File: src/rtl/mm_pkg.sv
// Shared definitions for the code-breaking feedback judge.
// Holds the peg count, feedback count width, FSM state type and the
// peg-index to bit-slice mapping used when unpacking secret/guess codes.
package mm_pkg;

  localparam int PEGS      = 4;
  localparam int PEG_IDX_W = 2;
  localparam int FB_W      = 3;

  typedef enum logic [2:0] {
    S_IDLE,
    S_ARMED,
    S_RED_PASS,
    S_WHITE_PASS,
    S_REPORT,
    S_WON,
    S_LOST
  } mm_state_t;

  // Peg 0 (peg1) sits in the MSBs of a packed code.
  function automatic int peg_lsb(input int idx, input int color_w);
    return (PEGS - 1 - idx) * color_w;
  endfunction

endpackage

File: src/rtl/mm_first_unused_match.sv
// Combinational search for the lowest-index secret peg that still has not
// been consumed and carries the requested colour.
// Ports:
//   colour  - guess peg colour to look for
//   s       - packed secret code (peg1 in MSBs)
//   s_used  - per-peg consumed flags, bit i = peg i
//   found   - a matching unused peg exists
//   index   - lowest matching peg index (0 when none found)
module mm_first_unused_match
  import mm_pkg::*;
#(
  parameter int COLOR_W = 3
) (
  input  logic [COLOR_W-1:0]      colour,
  input  logic [PEGS*COLOR_W-1:0] s,
  input  logic [PEGS-1:0]         s_used,
  output logic                    found,
  output logic [PEG_IDX_W-1:0]    index
);

  // Scan from the top down so the lowest matching index is written last.
  always_comb begin
    found = 1'b0;
    index = '0;
    for (int j = PEGS - 1; j >= 0; j--) begin
      if (!s_used[j] && (s[peg_lsb(j, COLOR_W) +: COLOR_W] == colour)) begin
        found = 1'b1;
        index = PEG_IDX_W'(j);
      end
    end
  end

endmodule

File: src/rtl/mm_feedback_judge.sv
// Scoring judge for the four-peg code-breaking game. Holds the secret,
// accepts one guess at a time, scores red/white pegs over two serial
// passes and reports the result with a one-cycle fb_valid pulse.
// Ports:
//   clk, Reset            - clock, async active-high reset
//   secret_load, secret   - strobe that captures a new secret and starts a game
//   guess_valid/ready     - guess handshake, guess captured on acceptance
//   fb_valid, red, white  - per-guess result pulse and peg counts
//   attempts, win, lose   - game progress and outcome flags
//   busy                  - scoring pass in progress
//
// state        | meaning
// S_IDLE       | no secret loaded yet
// S_ARMED      | secret held, waiting for a guess
// S_RED_PASS   | exact-position compare, one peg per cycle
// S_WHITE_PASS | colour-only compare over unconsumed pegs, one per cycle
// S_REPORT     | publish result, bump attempts, decide outcome
// S_WON        | four reds seen, holding win
// S_LOST       | out of attempts, holding lose
module mm_feedback_judge
  import mm_pkg::*;
#(
  parameter int COLOR_W     = 3,
  parameter int MAX_GUESSES = 10,
  parameter int ATTEMPT_W   = 4
) (
  input  logic                    clk,
  input  logic                    Reset,
  input  logic                    secret_load,
  input  logic [PEGS*COLOR_W-1:0] secret,
  input  logic                    guess_valid,
  output logic                    guess_ready,
  input  logic [PEGS*COLOR_W-1:0] guess,
  output logic                    fb_valid,
  output logic [FB_W-1:0]         red,
  output logic [FB_W-1:0]         white,
  output logic [ATTEMPT_W-1:0]    attempts,
  output logic                    win,
  output logic                    lose,
  output logic                    busy
);

  mm_state_t state_q, state_d;

  logic [PEGS*COLOR_W-1:0] secret_q, guess_q;
  logic [COLOR_W-1:0]      s_arr [PEGS];
  logic [COLOR_W-1:0]      g_arr [PEGS];
  logic [PEGS-1:0]         s_used, g_used;
  logic [PEG_IDX_W-1:0]    peg_idx;
  logic                    peg_last;
  logic                    accept;
  logic                    match_found;
  logic [PEG_IDX_W-1:0]    match_idx;
  logic [ATTEMPT_W-1:0]    attempts_nx;
  logic                    all_red;

  always_comb begin
    for (int i = 0; i < PEGS; i++) begin
      s_arr[i] = secret_q[peg_lsb(i, COLOR_W) +: COLOR_W];
      g_arr[i] = guess_q[peg_lsb(i, COLOR_W) +: COLOR_W];
    end
  end

  assign peg_last    = (peg_idx == PEG_IDX_W'(PEGS - 1));
  assign attempts_nx = (attempts == ATTEMPT_W'(MAX_GUESSES)) ? attempts
                                                             : attempts + ATTEMPT_W'(1);
  assign all_red     = (red == FB_W'(PEGS));

  mm_first_unused_match #(
    .COLOR_W (COLOR_W)
  ) u_match (
    .colour (g_arr[peg_idx]),
    .s      (secret_q),
    .s_used (s_used),
    .found  (match_found),
    .index  (match_idx)
  );

  always_ff @(posedge clk or posedge Reset) begin
    if (Reset) begin
      state_q <= S_IDLE;
    end else begin
      state_q <= state_d;
    end
  end

  always_comb begin
    state_d     = state_q;
    guess_ready = 1'b0;
    accept      = 1'b0;
    busy        = 1'b0;
    if (secret_load) begin
      state_d = S_ARMED;
    end else begin
      case (state_q)
        S_ARMED:      if (guess_valid) state_d = S_RED_PASS;
        S_RED_PASS:   if (peg_last) state_d = S_WHITE_PASS;
        S_WHITE_PASS: if (peg_last) state_d = S_REPORT;
        S_REPORT: begin
          if (all_red) begin
            state_d = S_WON;
          end else if (attempts_nx == ATTEMPT_W'(MAX_GUESSES)) begin
            state_d = S_LOST;
          end else begin
            state_d = S_ARMED;
          end
        end
        default: state_d = state_q;
      endcase
    end
    guess_ready = (state_q == S_ARMED) && !secret_load;
    accept      = guess_valid && guess_ready;
    busy        = (state_q == S_RED_PASS) || (state_q == S_WHITE_PASS) ||
                  (state_q == S_REPORT);
  end

  always_ff @(posedge clk or posedge Reset) begin
    if (Reset) begin
      secret_q <= '0;
      guess_q  <= '0;
      s_used   <= '0;
      g_used   <= '0;
      peg_idx  <= '0;
      red      <= '0;
      white    <= '0;
      attempts <= '0;
      win      <= 1'b0;
      lose     <= 1'b0;
      fb_valid <= 1'b0;
    end else if (secret_load) begin
      // New game: any pass in flight is dropped without a result.
      secret_q <= secret;
      s_used   <= '0;
      g_used   <= '0;
      peg_idx  <= '0;
      red      <= '0;
      white    <= '0;
      attempts <= '0;
      win      <= 1'b0;
      lose     <= 1'b0;
      fb_valid <= 1'b0;
    end else begin
      fb_valid <= 1'b0;
      case (state_q)
        S_ARMED: begin
          if (accept) begin
            guess_q <= guess;
            s_used  <= '0;
            g_used  <= '0;
            peg_idx <= '0;
            red     <= '0;
            white   <= '0;
          end
        end
        S_RED_PASS: begin
          if (g_arr[peg_idx] == s_arr[peg_idx]) begin
            red             <= red + FB_W'(1);
            s_used[peg_idx] <= 1'b1;
            g_used[peg_idx] <= 1'b1;
          end
          peg_idx <= peg_idx + PEG_IDX_W'(1);
        end
        S_WHITE_PASS: begin
          if (!g_used[peg_idx] && match_found) begin
            s_used[match_idx] <= 1'b1;
            white             <= white + FB_W'(1);
          end
          peg_idx <= peg_idx + PEG_IDX_W'(1);
        end
        S_REPORT: begin
          fb_valid <= 1'b1;
          attempts <= attempts_nx;
          if (all_red) begin
            win <= 1'b1;
          end else if (attempts_nx == ATTEMPT_W'(MAX_GUESSES)) begin
            lose <= 1'b1;
          end
        end
        default: ;
      endcase
    end
  end

endmodule

File: config.mk
export PLATFORM = sky130hd
export DESIGN_NAME = mm_feedback_judge
export DESIGN_NICKNAME = d
export VERILOG_FILES = /design/src/rtl/mm_pkg.sv /design/src/rtl/mm_first_unused_match.sv /design/src/rtl/mm_feedback_judge.sv
export SDC_FILE = /design/constraint.sdc
export NUM_CORES = 1
export LEC_CHECK = 0
export ABC_AREA = 1
export CORE_ASPECT_RATIO = 1.5
export CORE_MARGIN = 2
export CORE_UTILIZATION = 30
export DETAILED_ROUTE_END_ITERATION = 8
export PLACE_DENSITY_LB_ADDON = 0.3
export SLEW_MARGIN = 30
export SYNTH_ARGS = -nofsm -noshare
export SYNTH_HDL_FRONTEND = slang
export SYNTH_SLANG_ARGS = --single-unit
File: constraint.sdc
create_clock -name clk -period 1.71 [get_ports clk]
set_clock_uncertainty 0.15 [all_clocks]
set_input_delay 0.171 -clock clk [delete_from_list [all_inputs] [get_ports clk]]
set_output_delay 0.171 -clock clk [all_outputs]
set_load 0.02 [all_outputs]
==> results list, run 1 <==
- The critical path ends at s_used[2]$_DFFE_PP0P_.
- With fillers left out, the area of the finished cells amounts to 4443 um2.
- Net count reported at finish: 508
- By area the synthesized netlist is led by sky130_fd_sc_hd__dfrtp_1 43%, sky130_fd_sc_hd__nand2_1 14%, sky130_fd_sc_hd__o21ai_0 6.0%, sky130_fd_sc_hd__nand3_1 5.5%, sky130_fd_sc_hd__inv_1 4.8%.
- Nets in the synthesized netlist: 409
* Final antenna-violating net count: 0
* Clock root cell: sky130_fd_sc_hd__clkbuf_16
* Worst Path Class, Setup: reg2reg
- Top Family by Delay on Critical Path: simple AND/OR/NAND/NOR gates
* Portion of synthesized cell area occupied by the leading cell type: 43.14%
- Sinks on Clock Net: 50
- For this block, wires on met1 add up to 2.783 mm.
- CTS max path bufs: 2
- After the first detailed-routing iteration, the DRC count stood at 66.
* Category of the worst setup path launch point: register
* Standard cell area after detailed placement: 3749 um2
- Static leakage: 2.118 nW
* Tcrit/Tclk final: 120.5%
- Wire segments on met3 add up to 206 um in the final route.
* Inserted Clock Buffers: 5
- The critical path starts at peg_idx[0]$_DFFE_PP0P_.
- The die covers 10490 um2.
* Worst EP arrival: 2.13 ns
* Violated checks: negative setup slack
- The number of hold buffers added after CTS was 0.
- CP max-delay cell: sky130_fd_sc_hd__dfrtp_2
- Hold Fails Final Rpt: 0
- After synthesis the netlist holds a flip-flop and latch count of 50.
* Largest voltage drop on the vdd net: 0.9204 mV
* Clock transition at the registers of the reported paths: 0.07 ns
- Measured in cells, the most critical reg-to-reg path has a length of 16.
- The worst setup path is captured at a register.
- For this run, asynchronously set or reset flops after synthesis account for 100.0%.
- First-pass GRT wire length: 12.74 mm
* Share of post-route cells with drive strength above 1: 37.71%
* Commonest cells in the netlist: 111 x sky130_fd_sc_hd__nand2_1, 50 x sky130_fd_sc_hd__dfrtp_1, 37 x sky130_fd_sc_hd__inv_1
- Crit Reg-Reg Endpoint: s_used[2]$_DFFE_PP0P_
- In the final routed layout, each cell accounts on average for 12.82 um.
- The floorplan step defined a core boundary enclosing 9524 um2.
- Max-capacitance violation count: 0
- The min-delay analysis places its worst path in the category in2async.
- Routability congestion estimate: 0.8721
- In this design, the critical path's most frequently occurring cell is sky130_fd_sc_hd__nand2_1.
* Number of distinct library cells after synthesis: 30
- Router iterations before antenna repair: 4
- Crit path depth: 16
- Part of the Yosys area used for sequential elements: 43.14%
- Post-synth design cell area: 2900 um2
* Adder and majority gate portion of the synthesized area: 3.883%
- Counting flops with a built-in enable in the synthesized netlist gives 0.
- For this run, the leading register cell type out of synthesis is sky130_fd_sc_hd__dfrtp_1.
- Of the total synthesized cell area, the portion taken by XOR and XNOR cells is 2.114%.
* Via-to-Cell Ratio: 4.634
- Setup violations remaining at the end of the flow were counted as 17.
* DR vias: 2720
* Initial antenna violation count: 0
- Pre-CTS worst setup slack: -0.3183 ns
- Summed over all nets, wire length on met2 after detailed routing comes to 4.244 mm.
- Critical Path Max Stage Delay: 0.46 ns
* RSZ-0062 raised after global routing: yes
- Highest Signal Layer: met4
- TritonCTS built the clock tree.
* Pin count of the biggest net entering global routing: 51
* DRT Wirelength: 7.525 mm
- Required time of the critical path: 1.78 ns
* PnR worst setup slack: -0.3504 ns
- Synthesized-area fraction occupied by ao, oa, aoi and oai cells: 10.01%
- Total number of yosys warnings: 0
- The final count of pins violating max slew came to 0.
* Pwr per Cell Area: 1643 nW/um2
- Die Span X: 84.28 um
- Main combinational cell family by area after synthesis: simple AND/OR/NAND/NOR gates
- The number of global-route vias before repair came to 2894.
- Number of H-tree branching levels: 2
- In this run the worst path has a maximum fanout of 5.
- Number of buffers inserted by port buffering: 42
- Most numerous cell in the Yosys netlist: sky130_fd_sc_hd__nand2_1
* Effective utilization at floorplan: 30.45%
* Clock Latency Late Sink: 0.29 ns
* Non-filler cells, final: 587
- Total routing resource utilization after global routing: 15.11%
- Synthesis-to-finish area growth: 53.19%
* Synth Area per Inst: 7.796 um2
- Simple-Gate Fraction of Synth Area: 28.30%
- The flow ran to the end, but the final reports show violations.
- Final critical-path required period: 2.060 ns
- Number of top-level pins: 43
* Buffer and inverter count on the worst path: 3
- 0 antenna diodes ended up in the layout.
- In the routed design, unresolved DRC markers number 0.
* Critical path cell sequence: buf_6 -> nand2_4 -> nand2_2 -> nand2_2 -> buf_4 -> nand3_2 -> inv_1 -> nor2_1 -> nand2_1 -> nand2_2 -> nand3_1 -> nor2_1 -> nand2_1 -> nand2_1 -> nand2_1 -> a21oi_2
* Multiplexer fraction of the synthesized cell area: 4.659%
- Based on the critical path, the design can be clocked at up to 0.4853 GHz.
- The startpoint identified for the worst register-to-register timing path is peg_idx[0]$_DFFE_PP0P_.
* Relative max-transition margin: 78.96%
- Slack of the worst reg-to-reg path: -0.35 ns
* Library cell occupying the most area in the post-synthesis netlist: sky130_fd_sc_hd__dfrtp_1
- Overall Power: 7.302 mW
- Once detailed placement completed, the half-perimeter wirelength came to 5.609 mm.
* Row count: 44
- Vertical die dimension: 124.4 um
- At the pin with the least slew margin, the transition time is 0.3145 ns.
- Post-route setup TNS: -4.713 ns
- Count of mapped cells out of synthesis: 372
- Total grt overflow: 0
- Total placed cells including tap cells: 560
[area by class of cell]
cell class	count	area (um2)
fillers	912	5081
repair buffers	101	907.1
multi-input cells	271	1803
clock inverters	2	38.79
clock buffers	6	128.9
flip-flops and latches	50	1256
well taps	115	143.9
inverters	42	165.2
[metal layers]
layer  track usage, %  vias to the layer above
met4            8.159                        0
met3            2.584                       22
met2            29.08                       50
met1            14.81                     1254
met5                0                        -
li1                 -                     1394
[flip-flops by register name (all words and copies together) (netlist names)]
name and flops:
g_used 4, white 3, attempts 4, state_q 3, g_arr 12, win 1
red 3, s_used 4, s_arr 12, peg_idx 2, fb_valid 1, lose 1
[tightest hold or removal path: stages]
cell	delay, ns
sky130_fd_sc_hd__clkdlybuf4s50_1	0.41
sky130_fd_sc_hd__inv_2	0.07
sky130_fd_sc_hd__buf_12	0.24
[report_power, final]
group | internal (mW) | switching, mW
combinational | 1.97 | 2.46
clock | 0.693 | 0.426
sequential | 1.49 | 0.253
[worst min-delay path by stage]
stage,to,cells past startpoint
after global placement,win$_DFFE_PP0P_,2
final,red[1]$_DFFE_PP0P_,3
after global routing,red[0]$_DFFE_PP0P_,3
after detailed placement,lose$_DFFE_PP0P_,2
after CTS,red[1]$_DFFE_PP0P_,3
after floorplan,s_arr[0]$_DFFE_PP0P_,2
[per-stage QoR]
step / hold slack, ns / util [%]
floorplan: 0.1378 / -
global placement: 0.3259 / 39.36
detailed placement: 0.3269 / 39.36
CTS: 0.08959 / 43.83
global route: 0.1346 / 46.65
finish: 0.06522 / 46.65
[cell families (layout without fill, tap and decap cells)]
kind of cell             Yosys count  in the layout
AO/OA/AOI/OAI                     55             55
XOR/XNOR                           7              7
adder cells (fa/ha/maj)            9              9
buffers and inverters             52            151
flip-flops                        50             50
multiplexers                      12             12
AND/OR/NAND/NOR                  187            188
[placed cells by master, fill, tap and decap left out, drive strengths merged, types with 12 or more instances in the layout]
cell / instances
nor2: 29
dfrtp: 50
nand2: 117
o21ai: 37
buf: 60
clkdlybuf4s50: 35
mux2: 12
a21oi: 16
inv: 40
nand3: 36
[what timing repair did]
item	CTS	global route
buffers inserted	13	6
gates resized for setup	55	62
endpoints found under the setup margin	23	20
gates cloned	1	1
pin swaps	21	28
Power figures use the tool's default switching activity.
==> run 2: changes to the inputs <==
--- a/config.mk
+++ b/config.mk
@@ -10,8 +10,8 @@
 export CORE_MARGIN = 2
 export CORE_UTILIZATION = 30
 export DETAILED_ROUTE_END_ITERATION = 8
-export PLACE_DENSITY_LB_ADDON = 0.3
-export SLEW_MARGIN = 30
+export PLACE_DENSITY = 0.53
+export SLEW_MARGIN = 20
 export SYNTH_ARGS = -nofsm -noshare
 export SYNTH_HDL_FRONTEND = slang
 export SYNTH_SLANG_ARGS = --single-unit
==> constraint.sdc (replaced) <==
create_clock -name clk -period 1.75 [get_ports clk]
set_clock_uncertainty 0.15 [all_clocks]
set_input_delay 0.175 -clock clk [delete_from_list [all_inputs] [get_ports clk]]
set_output_delay 0.175 -clock clk [all_outputs]
set_load 0.02 [all_outputs]
==> results list, run 2 (synthesized netlist as in run 1, its figures left out) <==
- After legalization and detailed placement, the total HPWL measured 5.852 mm.
- Prior to clock tree synthesis, the placed netlist has a worst setup slack of -0.3470 ns.
* Core Region: 9524 um2
* Inserted Clock Buffers: 5
- Router iterations before antenna repair: 4
- For this configuration, the core starts out at a cell density of 30.45%.
- Average routed wire per standard cell: 13.00 um
- Via-to-Cell Ratio: 4.658
- Largest voltage drop on the vdd net: 0.7226 mV
- Once placement completed, the tool counted placed cells totaling 561.
- Peak Freq: 0.4908 GHz
* Pwr per Cell Area: 1571 nW/um2
* DR vias: 2683
- Standard cell area after detailed placement: 3764 um2
* Cts hold-fix bufs: 0
- The clock reaches the later pin of the worst-skew pair after 0.30 ns.
- Critical Path Max Stage Delay: 0.43 ns
- At the pin with the least slew margin, the transition time is 0.4174 ns.
- The checks that failed: negative setup slack.
- The finished layout holds 576 standard cells, fillers aside.
- Summed over all layers, the routed wires come to 7.490 mm.
* Post-route setup TNS: -3.389 ns
* Most frequent cells in the layout: 86 x sky130_fd_sc_hd__nand2_1, 46 x sky130_fd_sc_hd__dfrtp_1, 43 x sky130_fd_sc_hd__buf_4
* Hold Fails Final Rpt: 0
- Setup slack on the critical path of the routed design comes to -0.2877 ns.
- Antenna Cells: 0
* First-pass GRT wire length: 13.21 mm
- Clock-pin slew was measured on the worst setup and hold paths at 0.07 ns.
- Number of H-tree branching levels: 2
* Category of the worst setup path launch point: register
- Leading cell type in the layout, fill and taps excluded: sky130_fd_sc_hd__nand2_1
- Setup violations remaining at the end of the flow were counted as 17.
* Relative max-transition margin: 72.07%
* Drt first-iter violations: 118
- STA classifies the critical path endpoint as a register.
- Count of fill cells added during filler insertion: 968
- The tightest min-delay check is of the in2async type.
- Max-slew violations: 0
- Critical path cell sequence: clkinv_4 -> nand2_2 -> nand2_4 -> nand2_4 -> nand2_4 -> nand2_1 -> nand2_1 -> nor2_2 -> nand2_2 -> nand2_2 -> o21ai_2 -> a21oi_2 -> nand2_1 -> a21oi_2
- In the routed design, unresolved DRC markers number 0.
- The tree built by TritonCTS fans out to 50 sinks.
* Die Span X: 84.28 um
* Required time of the critical path: 1.82 ns
- Entering global routing, the biggest net connects 25 pins.
- The final critical path takes up 116.4% of the cycle.
* Total routing resource utilization after global routing: 15.63%
- Synthesis-to-finish area growth: 44.61%
- For the worst setup path, the data arrival time is 2.11 ns.
- Share of post-route cells with drive strength above 1: 30.15%
* Number of global-route vias before repair: 2946
- Max-capacitance violation count: 0
* Total grt overflow: 0
- After routing the design area is 4194 um2.
* Vertical die dimension: 124.4 um
* Initial antenna violation count: 0
- After floorplanning, the core was divided into 44 placement rows.
* Routability congestion estimate: 0.9283
- RSZ-0062 raised after global routing: yes
- After layout, the minimum clock period comes to 2.038 ns.
- Static leakage: 2.012 nW
* Total Die Area: 10490 um2
- Overall Power: 6.590 mW
- The worst setup path is of the reg2reg kind.
- CTS max path bufs: 2
- Of all nets on the critical path, the largest fanout is 8.
- TritonCTS clock tree: yes
* Final antenna-violating net count: 0
* Clock root cell: sky130_fd_sc_hd__clkbuf_16
- During I/O placement, the number of pins put on the boundary was 43.
- For this run, the post-layout net count is 497.
- CP max-delay cell: sky130_fd_sc_hd__dfrtp_2
- The flow ran to the end, but the final reports show violations.
* Number of buffers inserted by port buffering: 42
-- run 2: changes by cell type in the layout (fill, tap and decap cells not counted), sizes merged --
| cell | before | now |
|---|---|---|
| dlygate4sd2 | 4 | 1 |
| buf | 60 | 48 |
| clkdlybuf4s50 | 35 | 38 |
| clkinv | 3 | 4 |
| bufinv | 1 | 0 |
| clkbuf | 7 | 8 |
-- run 2: metal layers --
metal | GRT usage [%] | vias up | part of all wire (%)
met3 | 2.651 | 13 | 2.6
li1 | - | 1376 | -
met4 | 7.211 | 0 | 2.6
met5 | 0 | - | 0
met2 | 29.41 | 39 | 57
met1 | 16.47 | 1255 | 38
-- run 2: worst paths after layout --
kind	from	endpoint	slack (ns)	depth (start not counted)
max	peg_idx[0]$_DFFE_PP0P_	s_used[1]$_DFFE_PP0P_	-0.29	14
min	Reset	lose$_DFFE_PP0P_	0.03	2
max reg2reg	peg_idx[0]$_DFFE_PP0P_	s_used[1]$_DFFE_PP0P_	-0.29	14
min reg2reg	win$_DFFE_PP0P_	win$_DFFE_PP0P_	0.34	2
max in group asynchronous	Reset	s_arr[9]$_DFFE_PP0P_	0.97	3
min in group clk	secret[0]	s_arr[0]$_DFFE_PP0P_	0.28	3
-- run 2: repair_timing --
item	CTS	global route
setup endpoints to repair	20	24
hold endpoints to repair	0	0
gates cloned	1	0
pin swaps	25	14
resized for setup	58	22
buffers inserted	6	0
-- run 2: metrics by stage --
stage / hold WS [ns] / utilization (%)
floorplan: 0.1418 / -
global placement: 0.3367 / 39.52
detailed placement: 0.3318 / 39.52
CTS: 0.04811 / 43.51
global route: 0.06452 / 44.04
finish: 0.02856 / 44.04
-- run 2: area by class of cell --
cell class / instances / area, um2 / share of cell area [%]
clock inverters: 2 / 13.76 / 0.3282
repair buffers: 90 / 808.3 / 19.27
well taps: 115 / 143.9 / 3.431
multi-input cells: 271 / 1678 / 40.01
inverters: 42 / 165.2 / 3.938
clock buffers: 6 / 128.9 / 3.073
flip-flops and latches: 50 / 1256 / 29.95
-- run 2: worst max-delay path, delay by kind of cell, from the launching register on --
kind	cells	cell delay, ns
AOI/OAI and AO/OA	3	0.40
buffers and inverters	1	0.13
DFF	1	0.43
and+or+nand+nor	10	0.85
-- run 2: report_power, final --
group	switching, mW	leakage, nW	internal, mW
combinational	2.26	1.31	1.65
sequential	0.249	0.636	1.46
clock	0.439	0.0708	0.531
total	2.95	2.01	3.64
==> variant 1: new RTL, config.mk and constraints of run 1 <==
Reset style: synchronous (`Reset`), changed in 2 clocked blocks. Comments in the files are not updated.
--- a/src/rtl/mm_feedback_judge.sv
+++ b/src/rtl/mm_feedback_judge.sv
@@ -78,3 +78,3 @@
 
-  always_ff @(posedge clk or posedge Reset) begin
+  always_ff @(posedge clk) begin
     if (Reset) begin
@@ -116,3 +116,3 @@
 
-  always_ff @(posedge clk or posedge Reset) begin
+  always_ff @(posedge clk) begin
     if (Reset) begin
Formal check against the unedited RTL: differs if Reset is asserted again (counterexample within 4 cycles, from zero or initial values and one cycle with Reset high); with Reset held inactive, the same outputs for 10 cycles.
==> variant 1 against run 1 <==
- final area is 3.3% lower
- sequential cell count unchanged
- die area down 6.4%
- area after synthesis shrank 6.7%
- the run still ends with setup timing left
- setup slack improved by 76 ps
- wire length grew 2.5%
- largest cell class unchanged
- final cell count up 2.2%
Power is not compared: it rests on default switching activity, and its combinational part moved more than twofold at a synthesized area within 25%.
==> variant 1: results <==
[worst_setup_path]
r2r_end = s_used[0]
reg2reg_from = peg_idx[0]
critPathMaxFanout = 6
arrival_ps = 2070
cp_slowest_cell = dfxtp_4
crit_path_max_incr_delay_ps = 380

[yosys]
synth_cell_types = 39
ys.flop_type = dfxtp_1
synth-compound-area-share_pct = 17.20
async_flop_share_pct = 0
synthMuxAreaShare_pct = 0
netlist_top_cells_count = 86 x nand2_1, 50 x dfxtp_1, 44 x inv_1, 44 x nor2_1
synthTopCellsByArea = dfxtp_1 37%, nand2_1 12%, inv_1 6.1%
synth_fa_ha_area_share_pct = 4.161

[final_layout]
instances_no_fill = 600
final-seq-area_um2 = 1013
nNetsFinal = 526
layout-drive-gt1-share_pct = 33.47

[placed_design]
gp_congestion = 0.9006
dpl_cell_area_um2 = 3630
placed_cells = 578
hpwl_um = 5685
pre_cts_ws_ps = -346.7

[sta]
tns_ps = -3282
setup_violations = 17
hold-worst-slack_ps = 302.7
final.setup.worst_slack_ps = -274.1

[global_route]
gr-usage-met2_pct = 31.81
grt_max_degree = 27
grt_first_pass_wirelength_um = 13010
grt_usage_pct = 16.99
globalRouteMet1Util_pct = 17.59

[route]
vias = 2853
dr_wl_met2_um = 4323
wl_met3_um = 295
wl_met1_um = 2865
drtIter0Drc = 122

[status]
status = complete, but fails checks
violations = setup timing

[cts]
cts_setup_buffers = 10
-- variant 1: cell count changes after synthesis, sizes merged, moves of 2 or more --
cell,before,now
dfrtp,50,0
dfxtp,0,50
nand2,117,94
nor2,28,49
a21oi,16,33
mux2,12,0
inv,41,47
a211oi,0,4
nand4,4,1
o21a,0,3
buf,7,5
clkbuf,3,5
nand3,36,34
xnor2,2,0
-- variant 1: area by class of cell --
type	instances	area share (%)
clock buffers	5	2.911
clock inverters	3	1.019
inverters	49	4.716
multi-input cells	279	41.22
flip-flops and latches	50	23.58
well taps	110	3.202
repair buffers	104	23.35
-- variant 1: report_power, final --
group	switching [mW]	total (mW)	internal, mW
registers	0.0427	1.26	1.22
logic	0.398	0.749	0.350
clock network	0.465	1.16	0.691
total	0.906	3.17	2.26
-- variant 1: tightest hold or removal path: stages, from the launching register on --
cell and delay [ps]:
dfxtp_1 310, inv_1 50, a21oi_1 50
==> variant 2: new RTL, config.mk and constraints of run 1 <==
Made on the original files. Change the parameter `ATTEMPT_W` from 4 to 6.
--- a/src/rtl/mm_feedback_judge.sv
+++ b/src/rtl/mm_feedback_judge.sv
@@ -24,3 +24,3 @@
   parameter int MAX_GUESSES = 10,
-  parameter int ATTEMPT_W   = 4
+  parameter int ATTEMPT_W   = 6
 ) (
Interface: changed (resized attempts); port bits go from 43 to 45. The function was not compared with the original's and may differ.
==> variant 2 against run 1 <==
- the flow still finishes with violations (setup timing)
- final area increased by 1.6%
- critical path type unchanged
- core utilization shrank 0.059 points
- fmax is 2.2% lower
- total power is 16% lower
- sequential cell count grew 2
- setup slack got worse by 46 ps
- combinational power shrank 24%
- wire length increased by 7.2%
- area after synthesis is 3.5% higher
- worst hold slack improved by 32 ps
==> variant 2: results <==
[route]
first_pass_iters = 4
vias = 3039
drtIter0Drc = 93
post_drt_via_cell_ratio = 4.726
routed_wl_um = 8070

[status]
violations = setup timing
status = complete, but fails checks

[final_layout]
final-seq-area_um2 = 1305
fill_cells = 951
final_cell_area_um2 = 4514
clock_cell_area_share_pct = 3.326
buffers = 124
seq_cell_count = 52
inv_count = 47
comb.multi_input.count = 297
nNetsFinal = 564
nClkBuffers = 7
layout-drive-gt1-share_pct = 28.22
multi_input_area_share_pct = 37.03
buf_share_pct = 23.48

[worst_setup_path]
arrival_ps = 2170
crit_path_max_incr_delay_ps = 470
crit_end = red[0]
cp_slowest_cell = dfrtp_2
critPathMaxFanout = 15

[placed_design]
placed_cells = 626
hpwl_um = 6182
port_buffers = 44
dpl_cell_area_um2 = 4141
gp_congestion = 0.9122

[yosys]
synth-warning-count = 0
async_flop_share_pct = 100.0
synthTopCellsByArea = dfrtp_1 43%, nand2_1 18%, inv_1 5.4%
netlist_top_cells_count = 142 x nand2_1, 52 x dfrtp_1, 43 x inv_1, 31 x o21ai_0, 26 x nand3_1
avgSynthCellArea_um2 = 7.451
synth_cell_types = 30
ys.flop_type = dfrtp_1
synth_seq_area_share_pct = 43.33
syn_nets = 440

[sta]
hold-worst-slack_ps = 97.64
setup_violations = 18
tns_ps = -5270
relSlewSlack_pct = 78.56
final.setup.worst_slack_ps = -396.6

[floorplanning]
core-area_um2 = 9689

[power]
irDropWorstVdd_mv = 0.6126
p_clk_mw = 1.04
switching_share_pct = 42.11
p_leak_nw = 2.233
p_per_area_nw_per_um2 = 1362

[global_route]
grt_usage_pct = 16.01
grt_pass1_vias = 3118
antenna_found_initial = 0
grt_max_degree = 53
grt_first_pass_wirelength_um = 13960

[cts]
cts-resized-gates = 18
cts_setup_buffers = 4
cts-root-buf = clkbuf_16
cts_buffers = 5
-- variant 2: changes by cell type in the layout (fill, tap and decap cells not counted), sizes merged, moves of 5 or more --
cell	delta
buf	+22
nor3	+5
nand4	+5
o22ai	+5
nand2	+35
a21oi	-5
mux2	-12
inv	+5
-- variant 2: kinds of logic (layout without fill, tap and decap cells) --
| kind of cell | after synthesis | count (layout) | synth area share (%) |
|---|---|---|---|
| AOI/OAI and AO/OA | 56 | 56 | 10.29 |
| xor gates and xnor gates | 8 | 8 | 2.333 |
| adders and majority gates | 9 | 9 | 3.750 |
| buffers and inverters | 55 | 179 | 7.291 |
| DFF | 52 | 52 | 43.33 |
| and+or+nand+nor | 223 | 224 | 33.00 |
-- variant 2: metal layers --
metal | vias up | GRT usage (%) | share of wire [%]
met4 | 0 | 5.976 | 2.3
li1 | 1547 | - | -
met2 | 47 | 29.18 | 54
met5 | - | 0 | 0
met3 | 13 | 2.212 | 2.9
met1 | 1432 | 18.77 | 41
